--- config.mk ---
export PLATFORM = sky130hd
export DESIGN_NAME = m_fp_operand_issue
export DESIGN_NICKNAME = d
export VERILOG_FILES = /design/src/rtl/fp_pkg.sv /design/src/rtl/m_fp_classify.sv /design/src/rtl/m_fp_operand_issue.sv
export SDC_FILE = /design/constraint.sdc
export NUM_CORES = 1
export LEC_CHECK = 0
export BUFFER_PORTS_ARGS = -buffer_cell sky130_fd_sc_hd__buf_2
export CORE_MARGIN = 2
export CORE_UTILIZATION = 45
export CTS_BUF_LIST = sky130_fd_sc_hd__clkbuf_16
export DETAILED_ROUTE_END_ITERATION = 12
export GPL_ROUTABILITY_DRIVEN = 0
export PLACE_DENSITY = 0.66
export SYNTH_ARGS = -nofsm -noshare
export SYNTH_HDL_FRONTEND = slang
export SYNTH_SLANG_ARGS = --single-unit
--- constraint.sdc ---
create_clock -name clk -period 11.8 [get_ports clk]
set_clock_uncertainty 0.1 [all_clocks]
set_input_delay 1.18 -clock clk [delete_from_list [all_inputs] [get_ports clk]]
set_output_delay 1.18 -clock clk [all_outputs]
set_load 0.05 [all_outputs]
--- src/rtl/fp_pkg.sv ---
// Shared definitions for the binary32 operand issue stage: field widths,
// operand class encoding, the canonical quiet NaN, the buffered pair record
// and the special-case product rules.
package fp_pkg;

  localparam int EXP_W  = 8;
  localparam int FRAC_W = 23;

  localparam logic [2:0] CLS_ZERO = 3'd0;
  localparam logic [2:0] CLS_SUB  = 3'd1;
  localparam logic [2:0] CLS_NORM = 3'd2;
  localparam logic [2:0] CLS_INF  = 3'd3;
  localparam logic [2:0] CLS_NAN  = 3'd4;

  localparam logic [31:0] FP_QNAN = 32'h7FC00000;

  // One buffered operand pair with its precomputed classification.
  typedef struct packed {
    logic [31:0] a;
    logic [31:0] b;
    logic        special;
    logic [31:0] res;
    logic [2:0]  cls_a;
    logic [2:0]  cls_b;
  } pair_t;

  // Returns {special flag, fixed product}; the product is 0 when no rule fires.
  // Rules are checked in priority order: NaN, Inf*0, Inf, zero.
  function automatic logic [32:0] special_product(input logic [2:0] ca,
                                                  input logic [2:0] cb,
                                                  input logic       s);
    logic [32:0] r;
    r = '0;
    if (ca == CLS_NAN || cb == CLS_NAN)
      r = {1'b1, FP_QNAN};
    else if ((ca == CLS_INF && cb == CLS_ZERO) || (ca == CLS_ZERO && cb == CLS_INF))
      r = {1'b1, FP_QNAN};
    else if (ca == CLS_INF || cb == CLS_INF)
      r = {1'b1, s, {EXP_W{1'b1}}, {FRAC_W{1'b0}}};
    else if (ca == CLS_ZERO || cb == CLS_ZERO)
      r = {1'b1, s, {EXP_W{1'b0}}, {FRAC_W{1'b0}}};
    return r;
  endfunction

endpackage

--- src/rtl/m_fp_classify.sv ---
// Combinational binary32 classifier. Returns the operand class and the word
// that should be forwarded downstream. With FP_ISSUE_SUBNORM_FLUSH_EN defined,
// subnormals are reported as ZERO and replaced by a zero of the same sign.
module m_fp_classify
  import fp_pkg::*;
(
  input  logic [31:0] word,
  output logic [2:0]  cls,
  output logic [31:0] word_out
);

  logic [EXP_W-1:0]  exp_field;
  logic [FRAC_W-1:0] frac_field;

  assign exp_field  = word[30:23];
  assign frac_field = word[22:0];

  // Decode the exponent/fraction combination into a class and output word.
  always_comb begin
    cls      = CLS_NORM;
    word_out = word;
    if (exp_field == '0) begin
      if (frac_field == '0) begin
        cls = CLS_ZERO;
      end else begin
`ifdef FP_ISSUE_SUBNORM_FLUSH_EN
        cls      = CLS_ZERO;
        word_out = {word[31], 31'b0};
`else
        cls      = CLS_SUB;
`endif
      end
    end else if (exp_field == '1) begin
      cls = (frac_field == '0) ? CLS_INF : CLS_NAN;
    end
  end

endmodule

--- src/rtl/m_fp_operand_issue.sv ---
// Operand issue stage for the binary32 multiplier. Collects a serial word
// stream into {A, B} pairs, classifies both operands, precomputes special-case
// products and buffers pairs in a DEPTH-entry FIFO with valid/ready output.
// Optional feature macro: FP_ISSUE_SUBNORM_FLUSH_EN (flush subnormals to zero).
module m_fp_operand_issue
  import fp_pkg::*;
#(
  parameter int DEPTH = 2
) (
  input  logic                       clk,
  input  logic                       rst,
  input  logic                       clr,
  input  logic                       in_valid,
  output logic                       in_ready,
  input  logic [31:0]                in_data,
  output logic                       out_valid,
  input  logic                       out_ready,
  output logic [31:0]                out_a,
  output logic [31:0]                out_b,
  output logic                       out_special,
  output logic [31:0]                out_special_res,
  output logic [2:0]                 out_cls_a,
  output logic [2:0]                 out_cls_b,
  output logic [$clog2(DEPTH):0]     count
);

  localparam int PW = $clog2(DEPTH);
  localparam int CW = PW + 1;

  typedef enum logic {WAIT_A, WAIT_B} state_t;

  state_t          state;
  logic [31:0]     a_hold;
  pair_t           mem [DEPTH];
  logic [PW-1:0]   wr_ptr;
  logic [PW-1:0]   rd_ptr;
  logic [CW-1:0]   occ;

  logic            full;
  logic            accept;
  logic            push;
  logic            pop;
  logic [31:0]     raw_word   [2];
  logic [31:0]     fwd_word   [2];
  logic [2:0]      word_cls   [2];
  logic [32:0]     spec;
  pair_t           new_pair;
  pair_t           head;

  // A is only ever written into the holding register, so it is accepted even
  // when the FIFO is full; only B (which pushes) has to wait for space.
  assign full      = (occ == CW'(DEPTH));
  assign in_ready  = (state == WAIT_A) || !full;
  assign accept    = in_valid && in_ready;
  assign push      = accept && (state == WAIT_B);
  assign out_valid = (occ != '0);
  assign pop       = out_valid && out_ready;

  assign raw_word[0] = a_hold;
  assign raw_word[1] = in_data;

  // Classify the held A and the incoming B at FIFO write time.
  generate
    for (genvar gi = 0; gi < 2; gi++) begin : g_cls
      m_fp_classify u_classify (
        .word     (raw_word[gi]),
        .cls      (word_cls[gi]),
        .word_out (fwd_word[gi])
      );
    end
  endgenerate

  assign spec = special_product(word_cls[0], word_cls[1],
                                fwd_word[0][31] ^ fwd_word[1][31]);

  // Assemble the record that is written on a push.
  always_comb begin
    new_pair         = '0;
    new_pair.a       = fwd_word[0];
    new_pair.b       = fwd_word[1];
    new_pair.special = spec[32];
    new_pair.res     = spec[31:0];
    new_pair.cls_a   = word_cls[0];
    new_pair.cls_b   = word_cls[1];
  end

  // Collector FSM: alternate between holding A and completing the pair with B.
  always_ff @(posedge clk or posedge rst) begin
    if (rst) begin
      state  <= WAIT_A;
      a_hold <= '0;
    end else if (clr) begin
      state  <= WAIT_A;
    end else if (accept) begin
      if (state == WAIT_A) begin
        a_hold <= in_data;
        state  <= WAIT_B;
      end else begin
        state  <= WAIT_A;
      end
    end
  end

  // Pair FIFO: storage, wrapping pointers and occupancy; clr wins over push/pop.
  always_ff @(posedge clk or posedge rst) begin
    if (rst) begin
      wr_ptr <= '0;
      rd_ptr <= '0;
      occ    <= '0;
      for (int i = 0; i < DEPTH; i++) mem[i] <= '0;
    end else if (clr) begin
      wr_ptr <= '0;
      rd_ptr <= '0;
      occ    <= '0;
    end else begin
      if (push) begin
        mem[wr_ptr] <= new_pair;
        wr_ptr      <= wr_ptr + PW'(1);
      end
      if (pop) rd_ptr <= rd_ptr + PW'(1);
      case ({push, pop})
        2'b10:   occ <= occ + CW'(1);
        2'b01:   occ <= occ - CW'(1);
        default: occ <= occ;
      endcase
    end
  end

  // Outputs are a mux of FIFO registers on the registered read pointer.
  assign head            = mem[rd_ptr];
  assign out_a           = head.a;
  assign out_b           = head.b;
  assign out_special     = head.special;
  assign out_special_res = head.res;
  assign out_cls_a       = head.cls_a;
  assign out_cls_b       = head.cls_b;
  assign count           = occ;

endmodule
## Word level (Yosys, flattened, before mapping)

Index checks and enable logic that the tools add are counted.

| word-level totals | value |
|---|---|
| bits in registers | 243 |
| bits of input ports | 37 |

| operators by class | value |
|---|---|
| add/sub/neg operators | 4 |
| magnitude comparators | 3 |
| equality and inequality tests | 9 |
| multiplexer cells | 27 |
| bitwise gates (word level) | 5 |
| reduce and logical (&&, ||, !) cells | 25 |

Operators by type and width:

| cell | number |
|---|---|
| two-way mux 103 bit | 4 |
| bitwise mux 206 bit | 1 |
| two-way mux 33 bit | 4 |
| demux 103 bit (select 1 bit) | 1 |
| zero test 23 bit | 2 |
| two-way mux 3 bit | 6 |
| == test 8 bit (second input constant) | 2 |
| zero test 8 bit | 2 |
| two-way mux 1 bit | 9 |
| nonzero test 2 bit | 4 |
| == test 3 x 2 -> 1 bit (second input constant) | 2 |
| == test 3 bit (second input constant) | 2 |
| logical AND 1 bit | 6 |
| zero test 3 bit | 2 |
| logical OR 1 bit | 5 |
| == test 2 bit (second input constant) | 2 |
| >= comparator 2 bit (second input constant) | 2 |
| inverter 1 -> 2 bit | 2 |
| one-hot mux 2 bit (2 select lines) | 1 |
| AND reduction 3 bit | 1 |
| nonzero test 3 bit | 1 |
| adder 1 bit (second input constant) | 2 |
| adder 2 x 1 -> 2 bit (second input constant) | 1 |
| == test 2 x 1 -> 1 bit (second input constant) | 1 |
| 7 further kinds | 8 |

## Depth between registers and ports, before layout

| logic depth | value |
|---|---|
| depth after elaboration | 11 |
| mapped depth | 7 |
| depth with buffers taken out | 5 |

## Cells and area by module

A second synthesis with hierarchy kept.

| second synthesis, totals | value |
|---|---|
| cell total of the unflattened synthesis | 647 |
| area, all modules | 8852.2 µm² |

Modules (own cells, without submodules):

| module | instances | cells an instance | area an instance (µm²) | sequential area each (µm²) |
|---|---|---|---|---|
| m_fp_operand_issue | 1 | 547 | 8141.6 | 4629.4 |
| m_fp_classify | 2 | 50 | 355.3 | 0.0 |

## Worst setup path before layout

OpenSTA, ideal clock, no wires.

| path | value |
|---|---|
| path kind | input to register |
| start | in in_data[11] |
| end | reg mem[37] in the netlist's numbering |
| library setup time | 0.110 ns |
| data arrival time | 2.672 ns |
| required time | 11.590 ns |
| slack | 8.917 ns |
| cell stages on the path | 5 |
| path buffers | 0 |
| cell sequence | nor4_2 nand4_1 o21ba_1 or4_4 o41ai_1 |

| on the way | value |
|---|---|
| word-level cells in the longest chain between the ends | 11 |

RTL lines:

| element | RTL line | text |
|---|---|---|
| from (decl) | m_fp_operand_issue.sv:15 | `input logic [31:0] in_data,` |
| zero test 23 bit (*) | m_fp_classify.sv:23, m_fp_classify.sv:34 |  |
| two-way mux 3 bit | m_fp_classify.sv:34 | `cls = (frac_field == '0) ? CLS_INF : CLS_NAN;` |
| two-way mux 3 bit | m_fp_classify.sv:33 | `end else if (exp_field == '1) begin` |
| two-way mux 3 bit (*) | m_fp_classify.sv:22 | `if (exp_field == '0) begin` |
| zero test 3 bit | fp_pkg.sv:36, fp_pkg.sv:40 |  |
| logical OR 1 bit | fp_pkg.sv:40 | `else if (ca == CLS_ZERO \|\| cb == CLS_ZERO)` |
| two-way mux 33 bit | fp_pkg.sv:40 |  |
| two-way mux 33 bit | fp_pkg.sv:38 | `else if (ca == CLS_INF \|\| cb == CLS_INF)` |
| two-way mux 33 bit | fp_pkg.sv:36 | `else if ((ca == CLS_INF && cb == CLS_ZERO) \|\| (ca == CLS_ZERO && cb == CLS_INF))` |
| two-way mux 33 bit (*) | fp_pkg.sv:34 | `if (ca == CLS_NAN \|\| cb == CLS_NAN)` |
| bitwise mux 206 bit (*) | m_fp_operand_issue.sv:117 | `mem[wr_ptr] <= new_pair;` |
| to (signal, indexed assignment) | m_fp_operand_issue.sv:117 |  |
| to (decl) | m_fp_operand_issue.sv:34 | `pair_t mem [DEPTH];` |

Every way passes the cells marked *; elsewhere a longest branch is shown, timed or not.
A chain may end at the register's enable or synchronous reset.

## Final worst setup path

| path | value |
|---|---|
| start | reg rd_ptr |
| end | out out_cls_b[2] |

| on the way | value |
|---|---|
| word-level cells in the longest chain between the ends | 4 |

RTL lines:

| element | RTL line | text |
|---|---|---|
| from (decl) | m_fp_operand_issue.sv:36 | `logic [PW-1:0] rd_ptr;` |
| from (signal assigned) | m_fp_operand_issue.sv:120 | `if (pop) rd_ptr <= rd_ptr + PW'(1);` |
| inverter 1 -> 2 bit (not written as such) | m_fp_operand_issue.sv:130 | `assign head = mem[rd_ptr];` |
| two-way mux 103 bit (not written as such) (3 in a row) | m_fp_operand_issue.sv:130 |  |
| to (decl) | m_fp_operand_issue.sv:23 | `output logic [2:0] out_cls_b,` |

Every way passes these cells. The select of a mux whose other input is x is not followed.

==> metrics.txt <==
status finished clean; vias in the first global route 5551; synthesis-to-layout area growth 15.76%; Site Rows around 50; Syn Std Cell Area 8304 um2; Die H 139.8 um; via count ~5500; Synth cell types 36; Worst Path Max Fanout 75; synth warn 0; Setup WS pre-CTS approximately 8.4 ns; Resized cells post-CTS 0; share of the synthesized area in the top cell type 0.5575; sequential area share after synthesis 0.5575; CTS tree built; CTS Hold Bufs 0; DRC viols 0; peak supply drop 0.1105 mV; final worst-path cycle share 0.3105; element type at the critical path end output port; DIE AREA 19560 um2; core area 18020 um2; clock latency on the worst-skew pair 0.43 ns; CP delay by family, top buffers and inverters; TritonCTS Buffers 17; PD cells around 210 nW/um2; crit-path cells buf_4, mux2_2, buf_2; final antenna-violating net count 0; crit path DAT about 2.4 ns; Clk pwr share 0.295; Buffers on Ports between 100 and 150; Static Leakage 4.888 nW; hold crit path type flop to flop; CP required 10.52 ns; post-CTS setup buffer count 0; Fin. Hold Viols 0; share of layout cells above drive strength 1 0.4064; most frequent cell after synthesis nand2_1; Final Net Count slightly below 900; Final Setup Violations 0; first-pass GRT wire length 29930 um; gr usage total 0.1928; Max Cap Viol 0; Gate Count Post-Synth roughly 730; Startpoint Class flop; Net Sw Power ~0.72 mW; Iter 0 DRT Violations 302; CP max stage cell buf_4; slowest cell delay on critical path 0.82 ns; max-slew violations 0; Via-to-Cell Ratio 5.160; Slew @ Worst Pin between 1 and 1.5 ns; wire per inst about 17 um; largest net degree at the start of global routing 110; clock root cell clkbuf_16; Cell Count, Final, Fillers Out 1074; cell area after layout 9613 um2; Post-synth ARST share 1.000; # placed instances 1041; initial antenna violation count 1; Internal 1.299 mW; main flop type after synthesis dfrtp_1; CTS max path bufs 2; clock sink count 185; Logic pwr share 0.285; sequential power share 0.419; min Tclk post-route about 3.7 ns; top post-synthesis cells by count 220 x nand2_1, 185 x dfrtp_1, 174 x mux2_2; Yosys top cell by area dfrtp_1; f_max 0.2729 GHz; syn avg cell area 11.41 um2; Clock Pin Slew Worst Setup and Hold Paths ~0.070 ns; Die Width 139.8 um; Post-Route Setup TNS 0 ns; Synth Register Bits 185; number of H-tree levels 4; switch share 0.3552; top area cells in the synthesized netlist dfrtp_1 56%, mux2_2 24%, nand2_1 9.9%, buf_4 2.6%, clkbuf_1 1.4%; RSZ-0062 raised after global routing no; Worst slew margin 0.2548; EDFF count, synth 0; routed wire length 18300 um; Detail Placement HPWL 11640 um; DP Area roughly 9000 um2; Starting Density 0.4607; IO Count 144; Bufs and invs on worst path 2; CP Class flop to output port; Detailed Routing Iterations Pass 1 4; global route overflow 0; min setup slack post-route between 8 and 9 ns
==> power by group through the flow <==
| stage | sequential, mW | combinational [mW] | clock [mW] |
|---|---|---|---|
| floorplan | 0.830 | 0.479 | 0 |
| global placement | 0.851 | 0.573 | 0 |
| detailed placement | 0.856 | 0.579 | 0 |
| CTS | 0.845 | 0.581 | 0.606 |
| global route | 0.864 | 0.615 | 0.631 |
| finish | 0.844 | 0.575 | 0.595 |
==> worst register-to-register path: cells and delay by family, from the launching register on <==
| family | cells | cell delay [ns] |
|---|---|---|
| AND/OR/NAND/NOR | 3 | 1.38 |
| AO/OA/AOI/OAI | 2 | 0.70 |
| flip-flops | 1 | 0.41 |
==> path summary, 6_finish.rpt <==
path | startpoint | end | slack [ns] | depth (start not counted)
worst max-delay path | rd_ptr$_DFFE_PP0P_ | out_cls_b[2] | 8.14 | 3
worst min-delay path | mem[142]$_DFFE_PP0P_ | mem[142]$_DFFE_PP0P_ | 0.37 | 2
worst max register to register | a_hold[17]$_DFFE_PP0P_ | mem[37]$_DFFE_PP0P_ | 9.11 | 5
worst min register to register | mem[142]$_DFFE_PP0P_ | mem[142]$_DFFE_PP0P_ | 0.37 | 2
max in group asynchronous | rst | mem[190]$_DFFE_PP0P_ | 9.19 | 3
min in group asynchronous | rst | mem[168]$_DFFE_PP0P_ | 0.84 | 2
==> layout by cell type, fill, tap and decap left out, drive strengths merged, types with 2 or more instances in the layout <==
| master | netlist | routed |
|---|---|---|
| a21oi | 2 | 2 |
| buf | 33 | 128 |
| bufinv | 0 | 4 |
| clkbuf | 32 | 17 |
| clkinv | 0 | 8 |
| conb | 1 | 22 |
| dfrtp | 185 | 185 |
| inv | 3 | 5 |
| mux2 | 174 | 174 |
| mux2i | 2 | 2 |
| nand2 | 220 | 220 |
| nand3 | 2 | 2 |
| nand4 | 7 | 7 |
| nor2 | 11 | 11 |
| nor2b | 3 | 3 |
| nor3 | 3 | 3 |
| nor4 | 13 | 13 |
| o21ai | 9 | 9 |
| o21ba | 2 | 2 |
| o31ai | 4 | 4 |
| o41ai | 2 | 2 |
| or2 | 5 | 5 |
| or4 | 3 | 3 |
| xnor2 | 2 | 2 |
==> flip-flops by register name, indices dropped and copies added (netlist names) <==
signal  flops
count       2
a_hold     32
mem       148
rd_ptr      1
state       1
wr_ptr      1
==> layout make-up <==
class	count	area, um2
fillers	1596	8412
flip-flops and latches	185	4633
multi-input cells	496	3405
repair buffers	128	658.1
clock buffers	17	425.4
well taps	229	286.5
clock inverters	15	186.4
inverters	3	16.27
diodes	1	2.502
==> per-layer routing <==
metal	vias up	GRT usage	routed length, um
met5	-	0	0
met4	0	0.05684	302
met3	23	0.04990	870
met2	141	0.3035	8605
met1	2757	0.2651	8521
li1	2621	-	-
==> per-stage QoR <==
step                      power (mW)  hold WS (ns)  utilization
final                          2.014        0.3719       0.5333
after global placement         1.424        0.3523       0.4992
after floorplan                1.309        0.3376            -
after CTS                      2.032        0.3748       0.5332
after detailed placement       1.435        0.3584       0.4992
after global routing           2.110        0.3860       0.5332
==> kinds of logic after synthesis <==
group / Yosys count / share of synthesized area
other: 1 / 0.0004516
muxes: 176 / 0.2384
AOI/OAI and AO/OA: 24 / 0.01929
and+or+nand+nor: 271 / 0.1374
DFF: 185 / 0.5575
buffers and inverters: 68 / 0.04385
xor gates and xnor gates: 3 / 0.003165
No activity file was read; power rests on OpenSTA's default activity.
